==> src/rtl/life_engine.sv <==
// life_engine: Conway's Life engine with a double-buffered board, stepped per frame or on demand.
// Ports: clk, rst_n (sync, active-low); frame_tick/run/step/clear control pulses and level;
//        rd_addr/rd_cell combinational display read of the current board;
//        busy high during COMPUTE/COMMIT; gen_count counts committed generations.
module life_engine #(
  parameter int W_LOG2     = 4,
  parameter int H_LOG2     = 4,
  parameter int GEN_FRAMES = 6,
  parameter int WRAP       = 0
) (
  input  logic                     clk,
  input  logic                     rst_n,
  input  logic                     frame_tick,
  input  logic                     run,
  input  logic                     step,
  input  logic                     clear,
  input  logic [W_LOG2+H_LOG2-1:0] rd_addr,
  output logic                     rd_cell,
  output logic                     busy,
  output logic [15:0]              gen_count
);
  localparam int AW   = W_LOG2 + H_LOG2;
  localparam int SIZE = 2 ** AW;
  localparam int W    = 2 ** W_LOG2;
  localparam logic [SIZE-1:0] GLIDER = (SIZE'(1) << 1) | (SIZE'(1) << (W + 2)) |
    (SIZE'(1) << (2 * W)) | (SIZE'(1) << (2 * W + 1)) | (SIZE'(1) << (2 * W + 2));
  typedef enum logic [1:0] {SEED, IDLE, COMPUTE, COMMIT} state_t;
  state_t            state_q;
  logic [SIZE-1:0]   cur_q, nxt_q;
  logic [AW-1:0]     idx_q;
  logic [7:0]        frame_q;
  logic [15:0]       gen_q;
  logic              busy_q;
  logic [H_LOG2-1:0] row;
  logic [W_LOG2-1:0] col;
  logic [3:0]        cnt;
  logic              alive_d, start;
  assign row       = idx_q[AW-1:W_LOG2];
  assign col       = idx_q[W_LOG2-1:0];
  assign rd_cell   = cur_q[rd_addr];
  assign busy      = busy_q;
  assign gen_count = gen_q;
  // Adding -1 truncated to the coordinate width wraps modulo the board size;
  // without WRAP the edge tests mask neighbours that fell off the board.
  always_comb begin
    cnt = '0;
    for (int dr = -1; dr <= 1; dr++) begin
      for (int dc = -1; dc <= 1; dc++) begin
        logic [H_LOG2-1:0] rr;
        logic [W_LOG2-1:0] cc;
        logic              inb;
        rr  = row + dr[H_LOG2-1:0];
        cc  = col + dc[W_LOG2-1:0];
        inb = (WRAP != 0) || !((dr < 0 && row == '0) || (dr > 0 && row == '1) ||
                               (dc < 0 && col == '0) || (dc > 0 && col == '1));
        cnt = cnt + (((dr != 0 || dc != 0) && inb) ? 4'(cur_q[{rr, cc}]) : 4'd0);
      end
    end
  end
  assign alive_d = (cnt == 4'd3) || (cnt == 4'd2 && cur_q[idx_q]);
  assign start   = run ? (frame_tick && frame_q == 8'(GEN_FRAMES - 1)) : step;
  always_ff @(posedge clk) begin
    if (!rst_n) begin
      state_q <= SEED;
      cur_q   <= '0;
      nxt_q   <= '0;
      idx_q   <= '0;
      frame_q <= '0;
      gen_q   <= '0;
      busy_q  <= 1'b0;
    end else if (clear && state_q != SEED) begin
      state_q <= IDLE;
      cur_q   <= '0;
      nxt_q   <= '0;
      idx_q   <= '0;
      frame_q <= '0;
      gen_q   <= '0;
      busy_q  <= 1'b0;
    end else begin
      case (state_q)
        SEED: begin
          cur_q   <= GLIDER;
          state_q <= IDLE;
        end
        IDLE: begin
          if (start) begin
            state_q <= COMPUTE;
            idx_q   <= '0;
            frame_q <= '0;
            busy_q  <= 1'b1;
          end else if (run && frame_tick) begin
            frame_q <= frame_q + 8'd1;
          end
        end
        COMPUTE: begin
          nxt_q[idx_q] <= alive_d;
          idx_q        <= idx_q + AW'(1);
          if (idx_q == '1) state_q <= COMMIT;
        end
        COMMIT: begin
          cur_q   <= nxt_q;
          gen_q   <= gen_q + 16'd1;
          busy_q  <= 1'b0;
          state_q <= IDLE;
        end
      endcase
    end
  end
endmodule
==> config.mk <==
export PLATFORM = sky130hd
export DESIGN_NAME = life_engine
export DESIGN_NICKNAME = d
export VERILOG_FILES = /design/src/rtl/life_engine.sv
export SDC_FILE = /design/constraint.sdc
export NUM_CORES = 1
export LEC_CHECK = 0
export ABC_AREA = 0
export ABC_CLOCK_PERIOD_IN_PS = 10300
export CORE_MARGIN = 1
export CORE_UTILIZATION = 35
export CTS_BUF_LIST = sky130_fd_sc_hd__clkbuf_4
export CTS_CLUSTER_SIZE = 25
export DETAILED_ROUTE_END_ITERATION = 10
export DONT_BUFFER_PORTS = 1
export GPL_TIMING_DRIVEN = 0
export PLACE_DENSITY_LB_ADDON = 0.12
export SYNTH_ARGS = -nofsm -noshare
export SYNTH_HDL_FRONTEND = slang
export SYNTH_SLANG_ARGS = --single-unit
==> constraint.sdc <==
create_clock -name clk -period 10.3 [get_ports clk]
set_clock_uncertainty 0.1 [all_clocks]
set_input_delay 2.06 -clock clk [delete_from_list [all_inputs] [get_ports clk]]
set_output_delay 2.06 -clock clk [all_outputs]
set_load 0.05 [all_outputs]
Word level (Yosys, flattened, before mapping)
Index checks and enable logic that the tools add are counted. Widths: inputs -> output; s select.

Logic and storage cells: 115. Bits in registers: 547.

Reductions and logical operators: 25. Bitwise logic cells: 1. Mux-type cells: 43. Equal/unequal tests: 13. Magnitude comparators: 11. Add/sub/neg operators: 14.

Operators by type and width (number): $pmux 256 s2 (1); $bwmux 256 (1); $lt 8x9->1 const B (10); $bmux 1 s8 (10); $mux 8 (3); $mux 1 (22); $add 16x1->16 const B (1); $add 4x1->4 (4); $add 8x1->8 const B (2); $pmux 8 s2 (1); $reduce_and 2->1 (5); $reduce_bool 2->1 (5); $add 4x1->4 const B (2); $add 4x4->4 const B (2); $demux 1 s8 (1); $eq 4x2->1 const B (2); $eq 4x4->1 const B (2); $eq 8x3->1 const B (1); $eq 8x8->1 const B (1); $ge 8x1->1 const B (1); $logic_not 4->1 (2); $ne 3x3->1 const B (2); $pmux 2 s3 (1); $logic_and 1x1->1 (5); other kinds (12) (20).

Depth between registers and ports, before layout
Depth after elaboration: 15. Mapped depth: 32.

Least setup slack after synthesis
Ideal clock, no wire load.

Path type: reg-to-reg. From: register idx_q[0]. To: register nxt_q[139]. Path slack: 1733 ps. Setup time: 96 ps. Path buffers: 9. Clock period less this slack: 8567 ps. Arrival time: 8371 ps. Stages on the path, launching flop included: 27. Cells stage by stage: dfxtp_1 -> buf_2 -> buf_4 -> clkinv_1 -> buf_4 -> buf_2 -> buf_2 -> ha_1 -> buf_2 -> clkbuf_1 -> mux4_2 -> mux2i_1 -> mux4_2 -> o211ai_2 -> a21oi_1 -> or4_1 -> fa_1 -> inv_1 -> fa_1 -> fa_1 -> ha_1 -> fa_1 -> o21ai_0 -> nand3_1 -> dlygate4sd3_1 -> dlygate4sd3_1 -> o41ai_2.

Cells in the longest elaborated chain, start to end: 15.

Ends and longest elaborated chain: from (decl) (RTL line 30) `logic [AW-1:0] idx_q;`; from (signal assigned) (RTL line 97) `idx_q <= idx_q + AW'(1);`; $add 4x4->4 (RTL line 53) `cc = col + dc[W_LOG2-1:0];`; $bmux 1 s8 (RTL line 56) `cnt = cnt + (((dr != 0 || dc != 0) && inb) ? 4'(cur_q[{rr, cc}]) : 4'd0);`; $mux 1 (implied by the code) (RTL line 56); $mux 1 (RTL line 56); $add 1x1->2 (RTL line 56); $add 2x1->3 (RTL line 56); $add 3x1->4 (RTL line 56); $add 4x1->4 (4 in series) (RTL line 56); $eq 4x2->1 (RTL line 60) `assign alive_d = (cnt == 4'd3) || (cnt == 4'd2 && cur_q[idx_q]);`; $logic_and 1x1->1 (RTL line 60); $logic_or 1x1->1 (RTL line 60); $bwmux 256 * (RTL line 96) `nxt_q[idx_q] <= alive_d;`; to (signal, indexed assignment) (RTL line 96); to (decl) (RTL line 29) `logic [SIZE-1:0] cur_q, nxt_q;`.

Every way passes the cells marked *; elsewhere a longest branch is shown, timed or not. The select of a mux whose other input is x is not followed. A chain may end at the register's enable or synchronous reset.

Worst setup path after layout
From: register idx_q[0]. To: register nxt_q[95].

The elaborated chain is that of the path after synthesis.

==> metrics.txt <==
dpl ws=-1.91 ns; final worst-path cycle share=98.3%; GRT Overall Usage=32.8%; drc violations=4; crit-path max FO=12; placed cell areas=33200 sq um; I/O pins=32; area share of the largest cell type after synthesis=34.9%; Inst Count DP=4283; P_leak=0.0118 uW; 1st-iter DRT viols=3816; number of buffers added on ports=0; Cell Area, Synth=31400 sq um; CP Launch Type=flip-flop; worst skew pair latency=1.09 ns; clk sinks=547; Worst Hold Class=flip-flop to flip-flop; TritonCTS clock tree=built; Avg WL per Cell=33.2 um; VDD IR-drop max=0.0000934 V; top post-synthesis cells by area=dfxtp_1, mux4_2, a22oi_1; area leader, netlist=dfxtp_1; Arrival @ worst endpoint=10.91 ns; Synth cell types=85; drt first pass iters=11; worst-case clock buffer depth=3; area delta synth->final=12.3%; slowest stage delay, CP=0.58 ns; Max Slew Vio Count=8; Syn. warnings=0; Seq cells post-synth=547; Initial Util=35.4%; Non-Filler Instances=4555; core area=88600 sq um; Required @ worst endpoint=11.09 ns; Clock transition at path regs=0.07 ns; initial antenna violation count=5; part of the Yosys area used for sequential elements=34.9%; Fillers=8785; fin worst setup slack=0.177 ns; status=finished with violations; number of setup violations in the final report=0; Mapped Cells=3104; detail-routed via count per cell=6.52; Final ANT Viol Nets=0; root buffer cell=clkbuf_4; Placer Congestion=1.00; layout cell share with drive strength beyond 1=22.0%; Most common cell on crit path=buf_2; grt total ovfl=0; Post-synth EDFFs=0; Synth Area per Inst=10.1 sq um; Power per Cell Area=135 nW/um^2; multi-input logic area=18400 sq um; first-pass GRT wire length=211 mm; design area=35300 sq um; maxcap violations=1; final wirelength=151 mm; violated checks=DRC, capacitance limit, slew limit; Final Core Density=39.8%; die area=90900 sq um; Setup TNS=0 ns; worst slew pin tran=1.57 ns; post-synthesis net count=3142; Worst setup EP type=flip-flop; asr flop ratio synth=0%; vias in the first global route=28.6k; Post-CTS Setup Inserts=0; kind of critical path=flip-flop to flip-flop; top_reg_cell synth=dfxtp_1; largest net degree at the start of global routing=17; CTS Buf Count=155; relative slew slack=-4.71%; RSZ-0062 raised after global routing=no; Post-DP HPWL=112 mm; Die W=302 um; Die Y=302 um; reg2reg setup slack=0.18 ns; nets@finish=3313; min Tclk post-route=10.12 ns; slowest CP cell=clkbuf_1; vias after detailed routing=29.7k; Max Freq=98.8 MHz; row cnt=109; H-tree levels=4; Reg area=11000 sq um; hold violation total from the final report=0
-- logic make-up after synthesis --
family,count (synthesis),share of synthesized area (%)
XOR/XNOR,34,0.972
multiplexers,378,21.8
AND/OR/NAND/NOR,936,13.2
adder cells (fa/ha/maj),24,1.05
flip-flops,547,34.9
buffers and inverters,356,6.68
AO/OA/AOI/OAI,829,21.4
-- area by class of cell --
type | count | area share (%)
antenna | 7 | 0.0497
multi-input combinational | 2201 | 52.3
tap | 1165 | 4.13
clock inverter | 37 | 0.805
inverter | 15 | 0.170
sequential | 547 | 31.1
timing repair buffer | 14 | 0.727
buffer | 341 | 5.90
clock buffer | 228 | 4.85
-- cell usage after synthesis (all sizes together), types with 5 or more instances --
master         n
a22oi        249
nor2b         20
a21oi         63
nand2b         9
nor3          16
o211ai       140
a31oi          6
nor4           5
a32oi          5
o22ai          8
inv           13
ha            20
nor2         348
dlygate4sd3   43
mux4         240
and3          38
a22o          10
clkbuf       176
a211oi        16
dfxtp        547
buf          120
and2          15
a221oi        12
nand2        256
mux2i        128
xor2          24
o21ai        149
xnor2         10
nand3        197
nand4         15
o41ai        129
mux2          10
-- cells in the final DEF (no fill, tap or decap), drive strengths merged, types with 5 or more instances in the layout --
master       instances
a211oi              16
a21oi               63
a221oi              12
a22o                10
a22oi              249
a31oi                6
a32oi                5
and2                15
and3                38
buf                129
clkbuf             410
clkinv              29
dfxtp              547
diode                7
dlygate4sd2          7
dlygate4sd3         31
ha                  20
inv                 17
mux2                10
mux2i              128
mux4               240
nand2              256
nand2b               9
nand3              197
nand4               15
nor2               348
nor2b               20
nor3                16
nor4                 5
o211ai             140
o21ai              149
o22ai                8
o41ai              129
xnor2               10
xor2                24
-- path summary, 6_finish.rpt --
path	start	to	cells past startpoint
setup reg to reg	idx_q[0]$_SDFFE_PP0P_	nxt_q[95]$_SDFFE_PP0P_	31
hold reg to reg	nxt_q[118]$_SDFFE_PP0P_	nxt_q[118]$_SDFFE_PP0P_	2
setup / recovery	idx_q[0]$_SDFFE_PP0P_	nxt_q[95]$_SDFFE_PP0P_	31
hold / removal	nxt_q[118]$_SDFFE_PP0P_	nxt_q[118]$_SDFFE_PP0P_	2
-- per-layer routing --
layer	GRT usage, %	vias up	wire length (um)
met5	0	-	11
met4	16.4	2	7450
met3	12.5	383	18300
met2	47.2	1930	63900
met1	42.8	15000	61700
li1	-	12400	-
-- through the flow --
step	hold slack, ns	total power, uW
6_report	0.360	4770
5_1_grt	0.384	4950
4_1_cts	0.362	4790
3_5_place_dp	0.353	2690
3_3_place_gp	0.348	2680
2_1_floorplan	0.335	2480
-- timing repair --
item                                    in CTS  in global routing
gates resized for setup                     41                 14
endpoints found under the setup margin     256                136
hold buffers                                 0                  0
-- report_power, final --
part	total, uW	switching, uW	leakage (uW)	internal, uW
combinational	530	424	0.00625	106
clock	2100	990	0.00119	1110
sequential	2130	11.2	0.00441	2120
total	4770	1430	0.0118	3340
-- worst max-delay path: cells and delay by family, from the launching register on --
family / cells / cell delay (ns)
buffers and inverters: 13 / 4.36
and+or+nand+nor: 6 / 1.27
adders and majority gates: 6 / 2.53
AOI/OAI and AO/OA: 6 / 1.27
DFF: 1 / 0.36
-- sequential cells by signal, summed over array words and instances, names as in the netlist --
name       count
idx_q          8
busy           1
nxt_q        256
state_q        2
frame_q        8
gen_count     16
cur_q        256
(Power assumes the default switching activity.)
